--- src/rtl/adc_dual_slope_ctrl_pkg.sv ---
`default_nettype none
// ============================================================================
//  Module   : adc_pkg
//  Brief    : Shared types and segment constants for the dual-slope ADC
//             controller.
//  Revision : 1.0  initial release
// ============================================================================
package adc_pkg;

    // Controller phases. The width is fixed so the encoding never changes.
    typedef enum logic [2:0] {
        IDLE  = 3'd0,
        CLR   = 3'd1,
        INTEG = 3'd2,
        DEINT = 3'd3,
        LOAD  = 3'd4
    } state_t;

    // Active-high segment patterns, bit order {g,f,e,d,c,b,a}
    localparam logic [6:0] c_SEG_0     = 7'h3F;
    localparam logic [6:0] c_SEG_1     = 7'h06;
    localparam logic [6:0] c_SEG_2     = 7'h5B;
    localparam logic [6:0] c_SEG_3     = 7'h4F;
    localparam logic [6:0] c_SEG_4     = 7'h66;
    localparam logic [6:0] c_SEG_5     = 7'h6D;
    localparam logic [6:0] c_SEG_6     = 7'h7D;
    localparam logic [6:0] c_SEG_7     = 7'h07;
    localparam logic [6:0] c_SEG_8     = 7'h7F;
    localparam logic [6:0] c_SEG_9     = 7'h6F;
    localparam logic [6:0] c_SEG_DASH  = 7'h40;
    localparam logic [6:0] c_SEG_BLANK = 7'h00;

    // Counter value that produces the carry out of the hundreds digit
    localparam logic [11:0] c_CNT_MAX  = 12'h999;

    // BCD digit to active-high segments; non-decimal codes are blanked
    function automatic logic [6:0] bcd_to_seg(input logic [3:0] bcd);
        logic [6:0] seg;
        case (bcd)
            4'd0:    seg = c_SEG_0;
            4'd1:    seg = c_SEG_1;
            4'd2:    seg = c_SEG_2;
            4'd3:    seg = c_SEG_3;
            4'd4:    seg = c_SEG_4;
            4'd5:    seg = c_SEG_5;
            4'd6:    seg = c_SEG_6;
            4'd7:    seg = c_SEG_7;
            4'd8:    seg = c_SEG_8;
            4'd9:    seg = c_SEG_9;
            default: seg = c_SEG_BLANK;
        endcase
        return seg;
    endfunction

endpackage
`default_nettype wire

--- src/rtl/adc_dual_slope_ctrl_if.sv ---
`default_nettype none
// ============================================================================
//  Module   : adc_dual_slope_ctrl_if
//  Brief    : Analog-switch / comparator / display signal bundle of the
//             dual-slope ADC controller.
//  Revision : 1.0  initial release
// ============================================================================
interface adc_dual_slope_ctrl_if;
    logic       inicio;
    logic       Vint_z;
    logic       ch_zr;
    logic       ch_vm;
    logic       ch_ref;
    logic       enb_0;
    logic       rst_s;
    logic       ld;
    logic       enb_3;
    logic [6:0] sgm0;
    logic [6:0] sgm1;
    logic [6:0] sgm2;

    // Controller side
    modport master (
        input  inicio, Vint_z,
        output ch_zr, ch_vm, ch_ref, enb_0, rst_s, ld, enb_3, sgm0, sgm1, sgm2
    );

    // Front-end / board side
    modport slave (
        output inicio, Vint_z,
        input  ch_zr, ch_vm, ch_ref, enb_0, rst_s, ld, enb_3, sgm0, sgm1, sgm2
    );
endinterface
`default_nettype wire

--- src/rtl/adc_dual_slope_ctrl_bcd_seg7_decoder.sv ---
`default_nettype none
// ============================================================================
//  Module   : bcd_seg7_decoder
//  Brief    : One BCD digit to active-high 7-segment pattern {g,f,e,d,c,b,a}.
//  Revision : 1.0  initial release
// ============================================================================
module bcd_seg7_decoder
    import adc_pkg::*;
(
    input  wire logic [3:0] i_bcd,
    output logic      [6:0] o_seg
);

    // Pure table lookup; invalid codes blank the digit
    always_comb begin
        o_seg = bcd_to_seg(i_bcd);
    end

endmodule
`default_nettype wire

--- src/rtl/adc_dual_slope_ctrl.sv ---
`default_nettype none
// ============================================================================
//  Module   : adc_dual_slope_ctrl
//  Brief    : Dual-slope integrating ADC sequencer: switch control FSM,
//             3-digit BCD counter, display latch and 7-segment readout.
//  Revision : 1.0  initial release
// ============================================================================
module adc_dual_slope_ctrl
    import adc_pkg::*;
#(
    parameter bit SEG_ACTIVE_LOW = 1'b0
)(
    input  wire logic              ck,
    input  wire logic              rst_n,
    adc_dual_slope_ctrl_if.master  bus
);

    state_t      r_state_q, w_state_d;
    logic [11:0] r_cnt_q,   w_cnt_d;
    logic [11:0] r_disp_q,  w_disp_d;
    logic        r_ovf_q,   w_ovf_d;
    logic        r_ovfd_q,  w_ovfd_d;

    logic        w_ch_zr, w_ch_vm, w_ch_ref;
    logic        w_enb_0, w_rst_s, w_ld, w_enb_3;
    logic [6:0]  w_seg_raw [3];
    logic [6:0]  w_seg     [3];

    // Carry out of the hundreds digit: last count of a 1000-count window
    assign w_enb_3 = w_enb_0 && (r_cnt_q == c_CNT_MAX);

    // State register; reset aborts any conversion
    always_ff @(posedge ck or negedge rst_n) begin
        if (!rst_n) begin
            r_state_q <= IDLE;
        end else begin
            r_state_q <= w_state_d;
        end
    end

    // Next state and Moore outputs; exactly one analog switch closed per state
    always_comb begin
        w_state_d = r_state_q;
        w_ch_zr   = 1'b0;
        w_ch_vm   = 1'b0;
        w_ch_ref  = 1'b0;
        w_enb_0   = 1'b0;
        w_rst_s   = 1'b0;
        w_ld      = 1'b0;
        case (r_state_q)
            IDLE: begin
                w_ch_zr = 1'b1;
                if (bus.inicio) w_state_d = CLR;
            end
            CLR: begin
                w_ch_zr   = 1'b1;
                w_rst_s   = 1'b1;
                w_state_d = INTEG;
            end
            INTEG: begin
                w_ch_vm = 1'b1;
                w_enb_0 = 1'b1;
                if (r_cnt_q == c_CNT_MAX) w_state_d = DEINT;
            end
            DEINT: begin
                w_ch_ref = 1'b1;
                w_enb_0  = 1'b1;
                if (bus.Vint_z || (r_cnt_q == c_CNT_MAX)) w_state_d = LOAD;
            end
            LOAD: begin
                w_ch_zr   = 1'b1;
                w_ld      = 1'b1;
                w_state_d = IDLE;
            end
            default: begin
                w_ch_zr   = 1'b1;
                w_state_d = IDLE;
            end
        endcase
    end

    // Decimal counter, overflow flag and display latch next values
    always_comb begin
        w_cnt_d  = r_cnt_q;
        w_ovf_d  = r_ovf_q;
        w_disp_d = r_disp_q;
        w_ovfd_d = r_ovfd_q;
        if (w_rst_s) begin
            w_cnt_d = 12'h000;
            w_ovf_d = 1'b0;
        end else if (w_enb_0) begin
            if (r_cnt_q[3:0] != 4'd9) begin
                w_cnt_d[3:0] = r_cnt_q[3:0] + 4'd1;
            end else begin
                w_cnt_d[3:0] = 4'd0;
                if (r_cnt_q[7:4] != 4'd9) begin
                    w_cnt_d[7:4] = r_cnt_q[7:4] + 4'd1;
                end else begin
                    w_cnt_d[7:4] = 4'd0;
                    if (r_cnt_q[11:8] != 4'd9) begin
                        w_cnt_d[11:8] = r_cnt_q[11:8] + 4'd1;
                    end else begin
                        w_cnt_d[11:8] = 4'd0;
                    end
                end
            end
            // Reference phase ran a full window without a zero crossing
            if ((r_state_q == DEINT) && w_enb_3) w_ovf_d = 1'b1;
        end
        if (w_ld) begin
            w_disp_d = r_cnt_q;
            w_ovfd_d = r_ovf_q;
        end
    end

    // Counter, overflow and display registers
    always_ff @(posedge ck or negedge rst_n) begin
        if (!rst_n) begin
            r_cnt_q  <= 12'h000;
            r_ovf_q  <= 1'b0;
            r_disp_q <= 12'h000;
            r_ovfd_q <= 1'b0;
        end else begin
            r_cnt_q  <= w_cnt_d;
            r_ovf_q  <= w_ovf_d;
            r_disp_q <= w_disp_d;
            r_ovfd_q <= w_ovfd_d;
        end
    end

    // One decoder per displayed digit; overflow replaces digits with dashes
    generate
        for (genvar gi = 0; gi < 3; gi++) begin : g_digit
            bcd_seg7_decoder u_dec (
                .i_bcd (r_disp_q[4*gi +: 4]),
                .o_seg (w_seg_raw[gi])
            );
            assign w_seg[gi] = (r_ovfd_q ? c_SEG_DASH : w_seg_raw[gi])
                               ^ {7{SEG_ACTIVE_LOW}};
        end
    endgenerate

    assign bus.ch_zr  = w_ch_zr;
    assign bus.ch_vm  = w_ch_vm;
    assign bus.ch_ref = w_ch_ref;
    assign bus.enb_0  = w_enb_0;
    assign bus.rst_s  = w_rst_s;
    assign bus.ld     = w_ld;
    assign bus.enb_3  = w_enb_3;
    assign bus.sgm0   = w_seg[0];
    assign bus.sgm1   = w_seg[1];
    assign bus.sgm2   = w_seg[2];

endmodule
`default_nettype wire

--- src/flat_wrapper.sv ---
// flat-port wrapper written by rule: the top's interface ports become plain ports
module adc_dual_slope_ctrl_flat import adc_pkg::*;
#(
    parameter bit SEG_ACTIVE_LOW = 1'b0
)
  (ck, rst_n, bus_inicio, bus_Vint_z, bus_ch_zr, bus_ch_vm, bus_ch_ref, bus_enb_0, bus_rst_s, bus_ld, bus_enb_3, bus_sgm0, bus_sgm1, bus_sgm2);
  adc_dual_slope_ctrl_if bus_i ();
  input  wire logic ck;
  input  wire logic rst_n;
  input wire logic [$bits(bus_i.inicio)-1:0] bus_inicio;
  input wire logic [$bits(bus_i.Vint_z)-1:0] bus_Vint_z;
  output wire logic [$bits(bus_i.ch_zr)-1:0] bus_ch_zr;
  output wire logic [$bits(bus_i.ch_vm)-1:0] bus_ch_vm;
  output wire logic [$bits(bus_i.ch_ref)-1:0] bus_ch_ref;
  output wire logic [$bits(bus_i.enb_0)-1:0] bus_enb_0;
  output wire logic [$bits(bus_i.rst_s)-1:0] bus_rst_s;
  output wire logic [$bits(bus_i.ld)-1:0] bus_ld;
  output wire logic [$bits(bus_i.enb_3)-1:0] bus_enb_3;
  output wire logic [$bits(bus_i.sgm0)-1:0] bus_sgm0;
  output wire logic [$bits(bus_i.sgm1)-1:0] bus_sgm1;
  output wire logic [$bits(bus_i.sgm2)-1:0] bus_sgm2;
  assign bus_i.inicio = bus_inicio;
  assign bus_i.Vint_z = bus_Vint_z;
  assign bus_ch_zr = bus_i.ch_zr;
  assign bus_ch_vm = bus_i.ch_vm;
  assign bus_ch_ref = bus_i.ch_ref;
  assign bus_enb_0 = bus_i.enb_0;
  assign bus_rst_s = bus_i.rst_s;
  assign bus_ld = bus_i.ld;
  assign bus_enb_3 = bus_i.enb_3;
  assign bus_sgm0 = bus_i.sgm0;
  assign bus_sgm1 = bus_i.sgm1;
  assign bus_sgm2 = bus_i.sgm2;
  adc_dual_slope_ctrl #(.SEG_ACTIVE_LOW(SEG_ACTIVE_LOW)) u_core (.ck(ck), .rst_n(rst_n), .bus(bus_i));
endmodule
--- config.mk ---
export PLATFORM = sky130hd
export DESIGN_NAME = adc_dual_slope_ctrl_flat
export DESIGN_NICKNAME = d
export VERILOG_FILES = /design/src/rtl/adc_dual_slope_ctrl_pkg.sv /design/src/rtl/adc_dual_slope_ctrl_if.sv /design/src/rtl/adc_dual_slope_ctrl_bcd_seg7_decoder.sv /design/src/rtl/adc_dual_slope_ctrl.sv /design/src/flat_wrapper.sv
export SDC_FILE = /design/constraint.sdc
export NUM_CORES = 1
export LEC_CHECK = 0
export ABC_AREA = 1
export CORE_MARGIN = 8
export CORE_UTILIZATION = 58
export DETAILED_ROUTE_END_ITERATION = 12
export GPL_TIMING_DRIVEN = 0
export PLACE_DENSITY = 0.83
export SKIP_LAST_GASP = 1
export SYNTH_ARGS = -nofsm -noshare
export SYNTH_HDL_FRONTEND = slang
export SYNTH_SLANG_ARGS = --single-unit
--- constraint.sdc ---
create_clock -name ck -period 2.6 [get_ports ck]
set_input_delay 0.26 -clock ck [delete_from_list [all_inputs] [get_ports ck]]
set_output_delay 0.26 -clock ck [all_outputs]
set_load 0.02 [all_outputs]
==> run_results.csv <==
group,metric,value,unit
run_status,outcome,"complete, no violations",
setup_path,cp_max_fo,5,
clocking,cts_tree,"built",
timing,timing.final.crit_share,93.7,%
setup_path,r2r_end,"u_core.r_cnt_q[10]$_DFFE_PN0P_",
logic_synthesis,netlist_area,1990,µm²
routing,drt_iter0_markers,88,
logic_synthesis,synth_cell_types,27,
die,ios,32,
die,core,3310,µm²
logic_synthesis,ys_seq_area_share,36.4,%
setup_path,cp-end-kind,"output port",
logic_synthesis,netlist_instances,263,
setup_path,worstPathCellList,"inv_1 -> ha_1 -> nand2_1 -> nor2_1 -> nand3_1 -> nor2_1 -> clkdlybuf4s50_1",
layout,multiInputGateArea,1120,µm²
timing,slew_viol_final,0,
layout,final_cell_mix,"62 x nand2_1, 36 x nor2_1, 32 x inv_1, 30 x clkdlybuf4s50_1, 29 x dfrtp_1",
setup_path,cp_slowest_cell,"clkdlybuf4s50_1",
timing,finalCriticalPeriod,2.44,ns
routing,wl_per_cell,11.3,µm
setup_path,start_kind,"flop",
setup_path,crit_arrival,2.18,ns
setup_path,crit_top_cell,"nor2_1",
die,num_rows,21,
pwr,vdd_drop_max,0.000714,V
global_routing,grt_pass1_wl,6730,µm
worst_hold_path,hp-class,"in -> async",
setup_path,r2r_cells,7,
logic_synthesis,synth_nets,288,
die,dieWidth,74.6,µm
global_routing,gr-total-overflow,0,
layout,final_core_util,73.6,%
setup_path,critPathMaxStageDelay,0.61,ns
clocking,cts_max_path_buffers,2,
placed_design,place_congestion,0.802,
logic_synthesis,synth_top_area_share,36.4,%
global_routing,grt_pass1_vias,1618,
pwr,leakagePower,1.26,nW
global_routing,antenna_found_initial,0,
timing,timing.final.hold_violations,0,
layout,layout-drive-gt1-share,10.6,%
setup_path,criticalPathCategory,"reg -> out",
clocking,cts_root_buf,"clkbuf_4",
clocking,ctsHtreeMaxLevel,2,
die,die_h,74.6,µm
die,die_area,5570,µm²
logic_synthesis,yosysTopAreaCell,"dfrtp_1",
routing,postRouteAntennaNets,0,
logic_synthesis,synth_area_leaders,"dfrtp_1 36%, ha_1 13%, nand2_1 12%, nor2_1 6.8%, inv_1 6.0%",
logic_synthesis,syn_avg_cell_area,7.58,µm²
layout,area_growth,22.2,%
placed_design,dp_hpwl,3050,µm
timing,setup-tns-final,0,ns
timing,finalClockSkew,0.0163,ns
global_routing,grtUsageTotal,15.3,%
logic_synthesis,ys_warn_count,0,
timing,rsz0062_at_grt,"no",
logic_synthesis,ys_ff_latch,29,
routing,post-route-drc-count,0,
clocking,clk_latency,0.33,ns
clocking,cts_made_buffers,5,
job,cap_violations,0,
routing,wl,3960,µm
timing,finalSetupViolCount,0,
routing,via_per_inst,5.00,
clocking,clkTransAtPathRegs,0.10,ns
routing,vias,1746,
setup_path,r2r_setup_slack,1.04,ns
timing,fmax,410,MHz
pwr,p_per_area,1070,nW/µm²
timing,tightestPinTransition,0.639,ns
setup_path,r2r-start,"u_core.r_cnt_q[1]$_DFFE_PN0P_",
layout,fill_cells,267,
routing,dr.pass1.iters,4,
timing,slew_headroom,57.4,%
global_routing,grt_max_degree,30,
layout,layout_commonest_cell,"nand2_1",
clocking,ctsResizeCount,0,
placed_design,portBuffers,31,
layout,num_antenna_cells,0,
layout,final-seq-area,726,µm²
setup_path,worst_ep_required_time,2.34,ns
clocking,cts_sinks,29,
layout,num-nets-final,327,
die,start_util,60.2,%
[metrics by stage]
step	power, mW	hold slack, ns	instance area [µm²]	setup slack (ns)	std cells
floorplan	1.72	-0.0356	1990	1.02	263
global placement	2.28	0.491	2360	0.552	340
detailed placement	2.31	0.497	2360	0.542	340
CTS	2.63	0.519	2430	0.150	348
global route	2.82	0.566	2440	0.0135	349
finish	2.60	0.516	2440	0.164	349
[how the worst max path moves through the flow]
stage,start,to,slack (ns),depth (start not counted)
final,u_core.r_cnt_q[5]$_DFFE_PN0P_,bus_enb_3,0.16,7
after global placement,u_core.r_cnt_q[5]$_DFFE_PN0P_,bus_enb_3,0.55,7
after floorplan,u_core.r_disp_q[1]$_DFFE_PN0P_,bus_sgm0[6],1.02,4
after detailed placement,u_core.r_cnt_q[5]$_DFFE_PN0P_,bus_enb_3,0.54,7
after global routing,u_core.r_cnt_q[5]$_DFFE_PN0P_,bus_enb_3,0.01,7
after CTS,u_core.r_cnt_q[5]$_DFFE_PN0P_,bus_enb_3,0.15,7
[cells by family (layout without fill, tap and decap cells)]
| kind of cell | Yosys count | in the layout | share of synthesized area (%) |
|---|---|---|---|
| buf+inv | 39 | 79 | 7.60 |
| xor+xnor | 2 | 2 | 0.879 |
| compound gates | 45 | 45 | 12.6 |
| flops | 29 | 29 | 36.4 |
| fa+ha+maj | 21 | 21 | 13.2 |
| simple gates | 127 | 127 | 29.4 |
[routing by layer]
metal	global-route usage [%]	part of all wire [%]	vias to the layer above
met3	3.86	6.2	4
met4	6.09	1.0	0
met5	0	0	-
li1	-	-	917
met2	26.8	47	50
met1	17.2	46	775
[synth_stat cells]
cell type  count
o22ai_1        2
inv_1         32
o21ai_4        1
nor2_1        36
a21oi_1        9
or2_2          2
o21ai_0       12
a21oi_2        2
dfrtp_1       29
nand3b_1       1
inv_2          4
nor2_2         1
nand3_1       11
xor2_1         2
a31oi_1        3
nand4_1        3
nand2_2        3
nand2_4        4
o21ai_1       16
nor2_8         1
nand2_1       62
nand3_4        1
inv_4          1
nor2_4         1
buf_2          2
nor3_1         1
ha_1          21
[power breakdown]
| part | internal (mW) | switching, mW |
|---|---|---|
| sequential | 0.579 | 0.167 |
| clock | 0.156 | 0.148 |
| combinational | 0.671 | 0.878 |
| total | 1.41 | 1.19 |
[flip-flops by register name, indices dropped and copies added (netlist names)]
signal,cells
u_core.r_disp_q,12
u_core.r_ovf_q,1
u_core.r_ovfd_q,1
u_core.r_state_q,3
u_core.r_cnt_q,12
[cell type report]
type	count	area share [%]
multi-input combinational	195	45.8
sequential	29	29.8
timing repair buffer	32	12.9
inverter	37	5.80
clock buffer	7	2.67
tap	46	2.36
buffer	2	0.411
clock inverter	1	0.205
[worst max-delay path, delay by kind of cell, from the launching register on]
family        cells  cell delay [ns]
buf+inv           2             0.72
fa+ha+maj         1             0.17
simple gates      4             0.55
flops             1             0.42
[timing repair]
item,4_1_cts,5_1_grt
hold buffers,0,1
endpoints found under the hold margin,0,14
buffers inserted,0,0
(Power assumes the default switching activity.)
